**src/rtl/tinyalu_pkg.sv**
```systemverilog
// Shared types for the tinyalu memory port.
// Arbiter states, request bundle and default bus widths.
package tinyalu_pkg;

  localparam int MEM_DW = 16;
  localparam int MEM_AW = 14;

  typedef enum logic [1:0] {
    IDLE   = 2'd0,
    ACCESS = 2'd1,
    RESP   = 2'd2
  } arb_state_t;

  typedef struct packed {
    logic              we;
    logic [MEM_AW-1:0] addr;
    logic [MEM_DW-1:0] wdata;
  } mem_req_t;

endpackage

```
**src/rtl/mem_req_arbiter_if.sv**
```systemverilog
// Requester and memory bus bundle for mem_req_arbiter.
// slave = arbiter view, master = requesters plus memory model.
interface mem_req_arbiter_if #(
  parameter int NCH = 2,
  parameter int DW  = 16,
  parameter int AW  = 14
);

  logic [NCH-1:0]    req_valid;
  logic [NCH-1:0]    req_ready;
  logic [NCH-1:0]    req_we;
  logic [NCH*AW-1:0] req_addr;
  logic [NCH*DW-1:0] req_wdata;
  logic [NCH-1:0]    rsp_valid;
  logic [DW-1:0]     rsp_rdata;
  logic [NCH-1:0]    rsp_err;

  logic              cs;
  logic              read_req;
  logic              write_req;
  logic [AW-1:0]     addrout;
  logic [DW-1:0]     datatomem;
  logic [DW-1:0]     datafrommem;
  logic              mem_resp;

  modport slave (
    input  req_valid, req_we, req_addr, req_wdata,
    output req_ready, rsp_valid, rsp_rdata, rsp_err,
    output cs, read_req, write_req, addrout, datatomem,
    input  datafrommem, mem_resp
  );

  modport master (
    output req_valid, req_we, req_addr, req_wdata,
    input  req_ready, rsp_valid, rsp_rdata, rsp_err,
    input  cs, read_req, write_req, addrout, datatomem,
    output datafrommem, mem_resp
  );

endinterface

```
**src/rtl/mem_req_arbiter_rr_arbiter.sv**
```systemverilog
// Combinational round-robin picker: first requester at or after ptr,
// wrapping at N. Returns one-hot grant and its index.
module rr_arbiter #(
  parameter int N = 2
) (
  input  logic [N-1:0]         req,
  input  logic [$clog2(N)-1:0] ptr,
  output logic [N-1:0]         gnt,
  output logic [$clog2(N)-1:0] idx
);

  localparam int IW = $clog2(N);

  always_comb begin
    logic          hit;
    int            c;
    logic [IW-1:0] ci;
    gnt = '0;
    idx = '0;
    hit = 1'b0;
    for (int i = 0; i < N; i++) begin
      c = int'(ptr) + i;
      if (c >= N) c = c - N;
      ci = IW'(c);
      if (!hit && req[ci]) begin
        hit     = 1'b1;
        gnt[ci] = 1'b1;
        idx     = ci;
      end
    end
  end

endmodule

```
**src/rtl/mem_req_arbiter.sv**
```systemverilog
// Round-robin NCH-channel front end for a single-ported memory bus.
// Define MEM_REQ_TIMEOUT_EN to build the response watchdog.
module mem_req_arbiter
  import tinyalu_pkg::*;
#(
  parameter int NCH     = 2,
  parameter int DW      = MEM_DW,
  parameter int AW      = MEM_AW,
  parameter int TIMEOUT = 255
) (
  input  logic               clk,
  input  logic               reset_n,
  mem_req_arbiter_if.slave   bus,
  output logic               busy
);

  localparam int IW = $clog2(NCH);

  typedef struct packed {
    logic          we;
    logic [AW-1:0] addr;
    logic [DW-1:0] wdata;
  } req_t;

  arb_state_t     state;
  arb_state_t     nstate;
  req_t           req_q;
  req_t           sel;
  logic [IW-1:0]  gidx_q;
  logic [IW-1:0]  ptr_q;
  logic [IW-1:0]  nxt_ptr;
  logic [DW-1:0]  rdata_q;
  logic [NCH-1:0] gnt;
  logic [IW-1:0]  idx;
  logic [NCH-1:0] own;
  logic           take;
  logic           done;
  logic           expire;
  logic           acc;
  logic           resp;

  rr_arbiter #(.N(NCH)) u_rr (
    .req (bus.req_valid),
    .ptr (ptr_q),
    .gnt (gnt),
    .idx (idx)
  );

  assign acc  = (state == ACCESS);
  assign resp = (state == RESP);
  assign take = (state == IDLE) && (|gnt);
  assign done = acc && bus.mem_resp;

  assign sel.we    = bus.req_we[idx];
  assign sel.addr  = bus.req_addr[idx*AW +: AW];
  assign sel.wdata = bus.req_wdata[idx*DW +: DW];

  assign nxt_ptr = (idx == IW'(NCH-1)) ? '0 : idx + IW'(1);
  assign own     = NCH'(1) << gidx_q;

`ifdef MEM_REQ_TIMEOUT_EN
  localparam int CW = $clog2(TIMEOUT+1);

  logic [CW-1:0] tcnt;
  logic          err_q;

  // mem_resp in the last allowed cycle beats the abort
  assign expire = acc && !bus.mem_resp
               && (tcnt == CW'(TIMEOUT-1));

  always_ff @(posedge clk or negedge reset_n) begin
    if (!reset_n) begin
      tcnt  <= '0;
      err_q <= 1'b0;
    end else if (take) begin
      tcnt  <= '0;
      err_q <= 1'b0;
    end else if (acc && !bus.mem_resp) begin
      tcnt <= tcnt + CW'(1);
      if (expire) err_q <= 1'b1;
    end
  end

  assign bus.rsp_err = (resp && err_q) ? own : '0;
`else
  assign expire      = 1'b0;
  assign bus.rsp_err = '0;
`endif

  always_ff @(posedge clk or negedge reset_n) begin
    if (!reset_n) state <= IDLE;
    else          state <= nstate;
  end

  always_comb begin
    nstate = state;
    unique case (state)
      IDLE:    if (take) nstate = ACCESS;
      ACCESS:  if (done || expire) nstate = RESP;
      RESP:    nstate = IDLE;
      default: nstate = IDLE;
    endcase
  end

  always_ff @(posedge clk or negedge reset_n) begin
    if (!reset_n) begin
      req_q   <= '0;
      gidx_q  <= '0;
      ptr_q   <= '0;
      rdata_q <= '0;
    end else begin
      if (take) begin
        req_q  <= sel;
        gidx_q <= idx;
        ptr_q  <= nxt_ptr;
      end
      if (done)        rdata_q <= req_q.we ? '0 : bus.datafrommem;
      else if (expire) rdata_q <= '0;
    end
  end

  assign bus.req_ready = (state == IDLE) ? gnt : '0;
  assign bus.cs        = acc;
  assign bus.read_req  = acc && !req_q.we;
  assign bus.write_req = acc && req_q.we;
  assign bus.addrout   = req_q.addr;
  assign bus.datatomem = req_q.wdata;
  assign bus.rsp_valid = resp ? own : '0;
  assign bus.rsp_rdata = resp ? rdata_q : '0;
  assign busy          = (state != IDLE);

endmodule

```
**src/flat_wrapper.sv**
```systemverilog
// flat-port wrapper written by rule: the top's interface ports become plain ports
module mem_req_arbiter_flat import tinyalu_pkg::*;
#(
  parameter int NCH     = 2,
  parameter int DW      = MEM_DW,
  parameter int AW      = MEM_AW,
  parameter int TIMEOUT = 255
)
  (clk, reset_n, busy, bus_req_valid, bus_req_we, bus_req_addr, bus_req_wdata, bus_req_ready, bus_rsp_valid, bus_rsp_rdata, bus_rsp_err, bus_cs, bus_read_req, bus_write_req, bus_addrout, bus_datatomem, bus_datafrommem, bus_mem_resp);
  mem_req_arbiter_if #(.NCH(NCH), .DW(DW), .AW(AW)) bus_i ();
  input  logic clk;
  input  logic reset_n;
  output logic busy;
  input wire logic [$bits(bus_i.req_valid)-1:0] bus_req_valid;
  input wire logic [$bits(bus_i.req_we)-1:0] bus_req_we;
  input wire logic [$bits(bus_i.req_addr)-1:0] bus_req_addr;
  input wire logic [$bits(bus_i.req_wdata)-1:0] bus_req_wdata;
  output wire logic [$bits(bus_i.req_ready)-1:0] bus_req_ready;
  output wire logic [$bits(bus_i.rsp_valid)-1:0] bus_rsp_valid;
  output wire logic [$bits(bus_i.rsp_rdata)-1:0] bus_rsp_rdata;
  output wire logic [$bits(bus_i.rsp_err)-1:0] bus_rsp_err;
  output wire logic [$bits(bus_i.cs)-1:0] bus_cs;
  output wire logic [$bits(bus_i.read_req)-1:0] bus_read_req;
  output wire logic [$bits(bus_i.write_req)-1:0] bus_write_req;
  output wire logic [$bits(bus_i.addrout)-1:0] bus_addrout;
  output wire logic [$bits(bus_i.datatomem)-1:0] bus_datatomem;
  input wire logic [$bits(bus_i.datafrommem)-1:0] bus_datafrommem;
  input wire logic [$bits(bus_i.mem_resp)-1:0] bus_mem_resp;
  assign bus_i.req_valid = bus_req_valid;
  assign bus_i.req_we = bus_req_we;
  assign bus_i.req_addr = bus_req_addr;
  assign bus_i.req_wdata = bus_req_wdata;
  assign bus_req_ready = bus_i.req_ready;
  assign bus_rsp_valid = bus_i.rsp_valid;
  assign bus_rsp_rdata = bus_i.rsp_rdata;
  assign bus_rsp_err = bus_i.rsp_err;
  assign bus_cs = bus_i.cs;
  assign bus_read_req = bus_i.read_req;
  assign bus_write_req = bus_i.write_req;
  assign bus_addrout = bus_i.addrout;
  assign bus_datatomem = bus_i.datatomem;
  assign bus_i.datafrommem = bus_datafrommem;
  assign bus_i.mem_resp = bus_mem_resp;
  mem_req_arbiter #(.NCH(NCH), .DW(DW), .AW(AW), .TIMEOUT(TIMEOUT)) u_core (.clk(clk), .reset_n(reset_n), .bus(bus_i), .busy(busy));
endmodule
```
**config.mk**
```make
export PLATFORM = sky130hd
export DESIGN_NAME = mem_req_arbiter_flat
export DESIGN_NICKNAME = d
export VERILOG_FILES = /design/src/rtl/tinyalu_pkg.sv /design/src/rtl/mem_req_arbiter_if.sv /design/src/rtl/mem_req_arbiter_rr_arbiter.sv /design/src/rtl/mem_req_arbiter.sv /design/src/flat_wrapper.sv
export SDC_FILE = /design/constraint.sdc
export NUM_CORES = 1
export LEC_CHECK = 0
export CAP_MARGIN = 0
export CELL_PAD_IN_SITES_DETAIL_PLACEMENT = 0
export CELL_PAD_IN_SITES_GLOBAL_PLACEMENT = 1
export CORE_MARGIN = 5
export CORE_UTILIZATION = 41
export CTS_CLUSTER_DIAMETER = 60
export CTS_CLUSTER_SIZE = 14
export DETAILED_ROUTE_END_ITERATION = 8
export DONT_BUFFER_PORTS = 1
export GPL_TIMING_DRIVEN = 0
export PLACE_DENSITY = 0.82
export SLEW_MARGIN = 20
export SYNTH_ARGS = -nofsm -noshare
export SYNTH_HDL_FRONTEND = slang
export SYNTH_SLANG_ARGS = --single-unit
```
**constraint.sdc**
```tcl
create_clock -name clk -period 1.45 [get_ports clk]
set_input_delay 0 -clock clk [delete_from_list [all_inputs] [get_ports clk]]
set_output_delay 0 -clock clk [all_outputs]
set_load 0.03 [all_outputs]
```
==> results_dict.tcl <==
set metrics [dict create \
    cts_tree "done" \
    ys_types 25 \
    cp_max_fo 10 \
    grt_max_degree 52 \
    yosys_warnings 0 \
    power.internal_uw 4532 \
    critPathLaunch "u_core.state[0]$_DFFE_PN0P_" \
    met2_usage_pct 32.81 \
    ys_seq_area_share_pct 47.98 \
    power_frac_comb_pct 56.3 \
    powerDensity_mw_per_mm2 2052 \
    cts_max_path_buffers 2 \
    vias_per_cell 5.386 \
    antenna_found_initial 0 \
    drv_cap 0 \
    overflow 0 \
    setup_slack_ns -0.05112 \
    drt_iter0_drc 90 \
    pin_count 139 \
    rrSetupSlack_ns -0.05 \
    clk_pin_slew_ns 0.10 \
    row_count 29 \
    yosys_register_bits 51 \
    syn-mean-instance-area_um2 10.43 \
    hold_path.class "input port to flip-flop" \
    p_clk_share_pct 11.7 \
    die_h_um 90.55 \
    crit_arrival_ns 1.68 \
    final_nets 433 \
    drc_errors 0 \
    cts-htree-levels 2 \
    grt_usage_pct 19.05 \
    r2r-end "u_core.bus.datatomem[13]$_DFFE_PN0P_" \
    num-fill-cells 511 \
    netlist_area_mm2 0.002660 \
    drive_gt1_share_pct 23.08 \
    rsz0062_at_grt "true" \
    place_congestion 0.7841 \
    root_buffer "clkbuf_8" \
    ant_nets 0 \
    grt_pass1_vias 2543 \
    met1_usage_pct 21.15 \
    coreArea_mm2 0.006314 \
    sw_frac_of_total_pct 42.79 \
    endpoint "u_core.bus.datatomem[13]$_DFFE_PN0P_" \
    start_util_pct 42.13 \
    p_leak_uw 0.001740 \
    dr.pass1.iters 6 \
    finalSetupViolCount 4 \
    clock_latency_ns 0.30 \
    dpl.hpwl_mm 4.898 \
    port_buffers 0 \
    grt_use_met3_pct 6.000 \
    vias 2305 \
    violations "setup timing" \
    fin_crit_ns 1.501 \
    wl_mm 7.945 \
    slew_headroom_pct 66.25 \
    fin_worst_skew_ns 0.009505 \
    antenna_cells 0 \
    clock.fmax_mhz 666.2 \
    wl_per_cell_um 18.56 \
    cp-end-kind "flip-flop" \
    p_seq_share_pct 32.1 \
    synthesis.instances 255 \
    gr-max-usage-layer "met2" \
    die_w_um 90.55 \
    grt_pass1_wl_mm 12.67 \
    status "finished, violations left" \
    area_delta_synth_final_pct 45.11 \
    die_area_mm2 0.008198 \
    cts_sinks 51 \
    slew_viol_final 0 \
    start_kind "flip-flop" \
    finalHoldViolCount 0 \
    crit_required_ns 1.63 \
    final.period_utilization_pct 103.5 \
    r2r_cells 5 \
    reg2reg_from "u_core.state[0]$_DFFE_PN0P_" \
    worst_pin_slew_ns 0.5062 \
    dp_slack_ns -0.1535 \
    whs_ns 0.006034 \
    netSwitchingPower_uw 3390 \
    ir_drop_mv 1.186 \
    critical_path_class "flip-flop to flip-flop" \
    cts_buffers 5 \
]
==> registers in the layout, indices dropped and copies added, names as in the netlist <==
signal and flops:
u_core.gidx_q 1, u_core.req_q 1, u_core.state 2, u_core.bus.datatomem 16
u_core.bus.addrout 14, u_core.rdata_q 16, u_core.ptr_q 1
==> power groups by stage <==
stage | sequential [uW] | clock [uW] | combinational [uW]
final | 2540 | 923 | 4460
after global routing | 2630 | 995 | 4780
after CTS | 2510 | 957 | 4250
after detailed placement | 2480 | 0 | 3910
after global placement | 2450 | 0 | 3870
after floorplan | 2390 | 0 | 3430
==> how the worst min path moves through the flow <==
stage	start	endpoint	slack [ns]	cells after the start
global placement	reset_n	u_core.rdata_q[2]$_DFFE_PN0P_	-0.29	0
floorplan	reset_n	u_core.bus.addrout[0]$_DFFE_PN0P_	-0.30	0
detailed placement	reset_n	u_core.rdata_q[2]$_DFFE_PN0P_	-0.29	0
global route	bus_mem_resp	u_core.rdata_q[0]$_DFFE_PN0P_	0.02	2
CTS	bus_mem_resp	u_core.rdata_q[1]$_DFFE_PN0P_	0.009	2
finish	bus_mem_resp	u_core.rdata_q[2]$_DFFE_PN0P_	0.006	2
==> area by class of cell <==
type	instances	area (um2)	area share, %
clock buffers	7	96.34	2.496
inverters	6	25.02	0.6483
clock inverters	1	7.507	0.1945
plain buffers	50	409.1	10.60
well taps	77	96.34	2.496
multi-input cells	148	1062	27.52
flip-flops and latches	51	1277	33.10
repair buffers	88	885.9	22.95
==> layout by cell type, fill, tap and decap left out, types with 2 or more instances in the layout <==
master	count
conb_1	2
nand2b_1	17
o21ai_0	19
inv_2	2
buf_12	2
inv_1	3
buf_6	3
a221o_1	27
buf_8	3
and2_4	11
a221o_2	2
and2_1	8
a2bb2oi_1	2
dlygate4sd3_1	82
nand2_1	17
clkbuf_8	7
buf_4	39
dfrtp_1	50
o21a_1	29
nor2_1	2
clkbuf_1	5
a311oi_1	2
==> through the flow <==
| stage | setup TNS [ns] | util, % | total power (uW) | std cells | area (um2) |
|---|---|---|---|---|---|
| finish | -0.1226 | 61.14 | 7922 | 428 | 3860 |
| global route | -0.7768 | 61.14 | 8404 | 428 | 3860 |
| CTS | -0.002263 | 60.09 | 7718 | 425 | 3794 |
| detailed placement | -3.468 | 43.72 | 6388 | 333 | 2760 |
| global placement | -3.136 | 43.72 | 6326 | 333 | 2760 |
| floorplan | 0 | - | 5822 | 256 | 2664 |
==> layer usage <==
layer	up-vias	wire, um
li1	1062	-
met2	121	4024
met4	0	311
met1	1097	2982
met5	-	0
met3	25	627
==> cells by family (layout without fill, tap and decap cells) <==
kind of cell / Yosys count / in the layout / share of synthesized area [%]
AOI/OAI and AO/OA: 83 / 83 / 24.65
buffers and inverters: 57 / 152 / 14.39
DFF: 51 / 51 / 47.98
other: 1 / 2 / 0.1410
and+or+nand+nor: 63 / 63 / 12.84
==> cells in the mapped netlist <==
library cell	instances	area (um2)
a21o_2	1	8.760
a221o_1	27	270.3
a221o_2	2	22.52
a2bb2oi_1	2	17.52
a311oi_1	2	17.52
and2_1	19	118.9
and3_1	1	6.260
buf_2	6	30.03
buf_4	32	240.2
buf_6	1	11.26
buf_8	3	45.04
clkbuf_1	9	33.78
conb_1	1	3.750
dfrtp_1	51	1276
inv_1	5	18.77
inv_2	1	3.750
nand2_1	17	63.81
nand2b_1	18	112.6
nand3_1	1	5.000
nand3b_1	1	7.510
nor2_1	4	15.01
nor2b_1	2	12.51
o21a_1	29	217.7
o21ai_0	19	95.09
o22ai_1	1	6.260
==> critical path, cell delays in order, from the launching register on <==
cell and delay [ns]:
dfrtp_2 0.46, nor2_4 0.19, inv_4 0.07, buf_6 0.16
o21a_1 0.20, a221o_1 0.28
==> what timing repair did <==
| action | 4_1_cts | 5_1_grt |
|---|---|---|
| hold endpoints to repair | 101 | 0 |
| setup buffers | 2 | 3 |
| endpoints found under the setup margin | 53 | 40 |
| pin swaps | 1 | 6 |
| resized for setup | 31 | 22 |
| hold buffers | 83 | 0 |
Power figures use the tool's default switching activity.
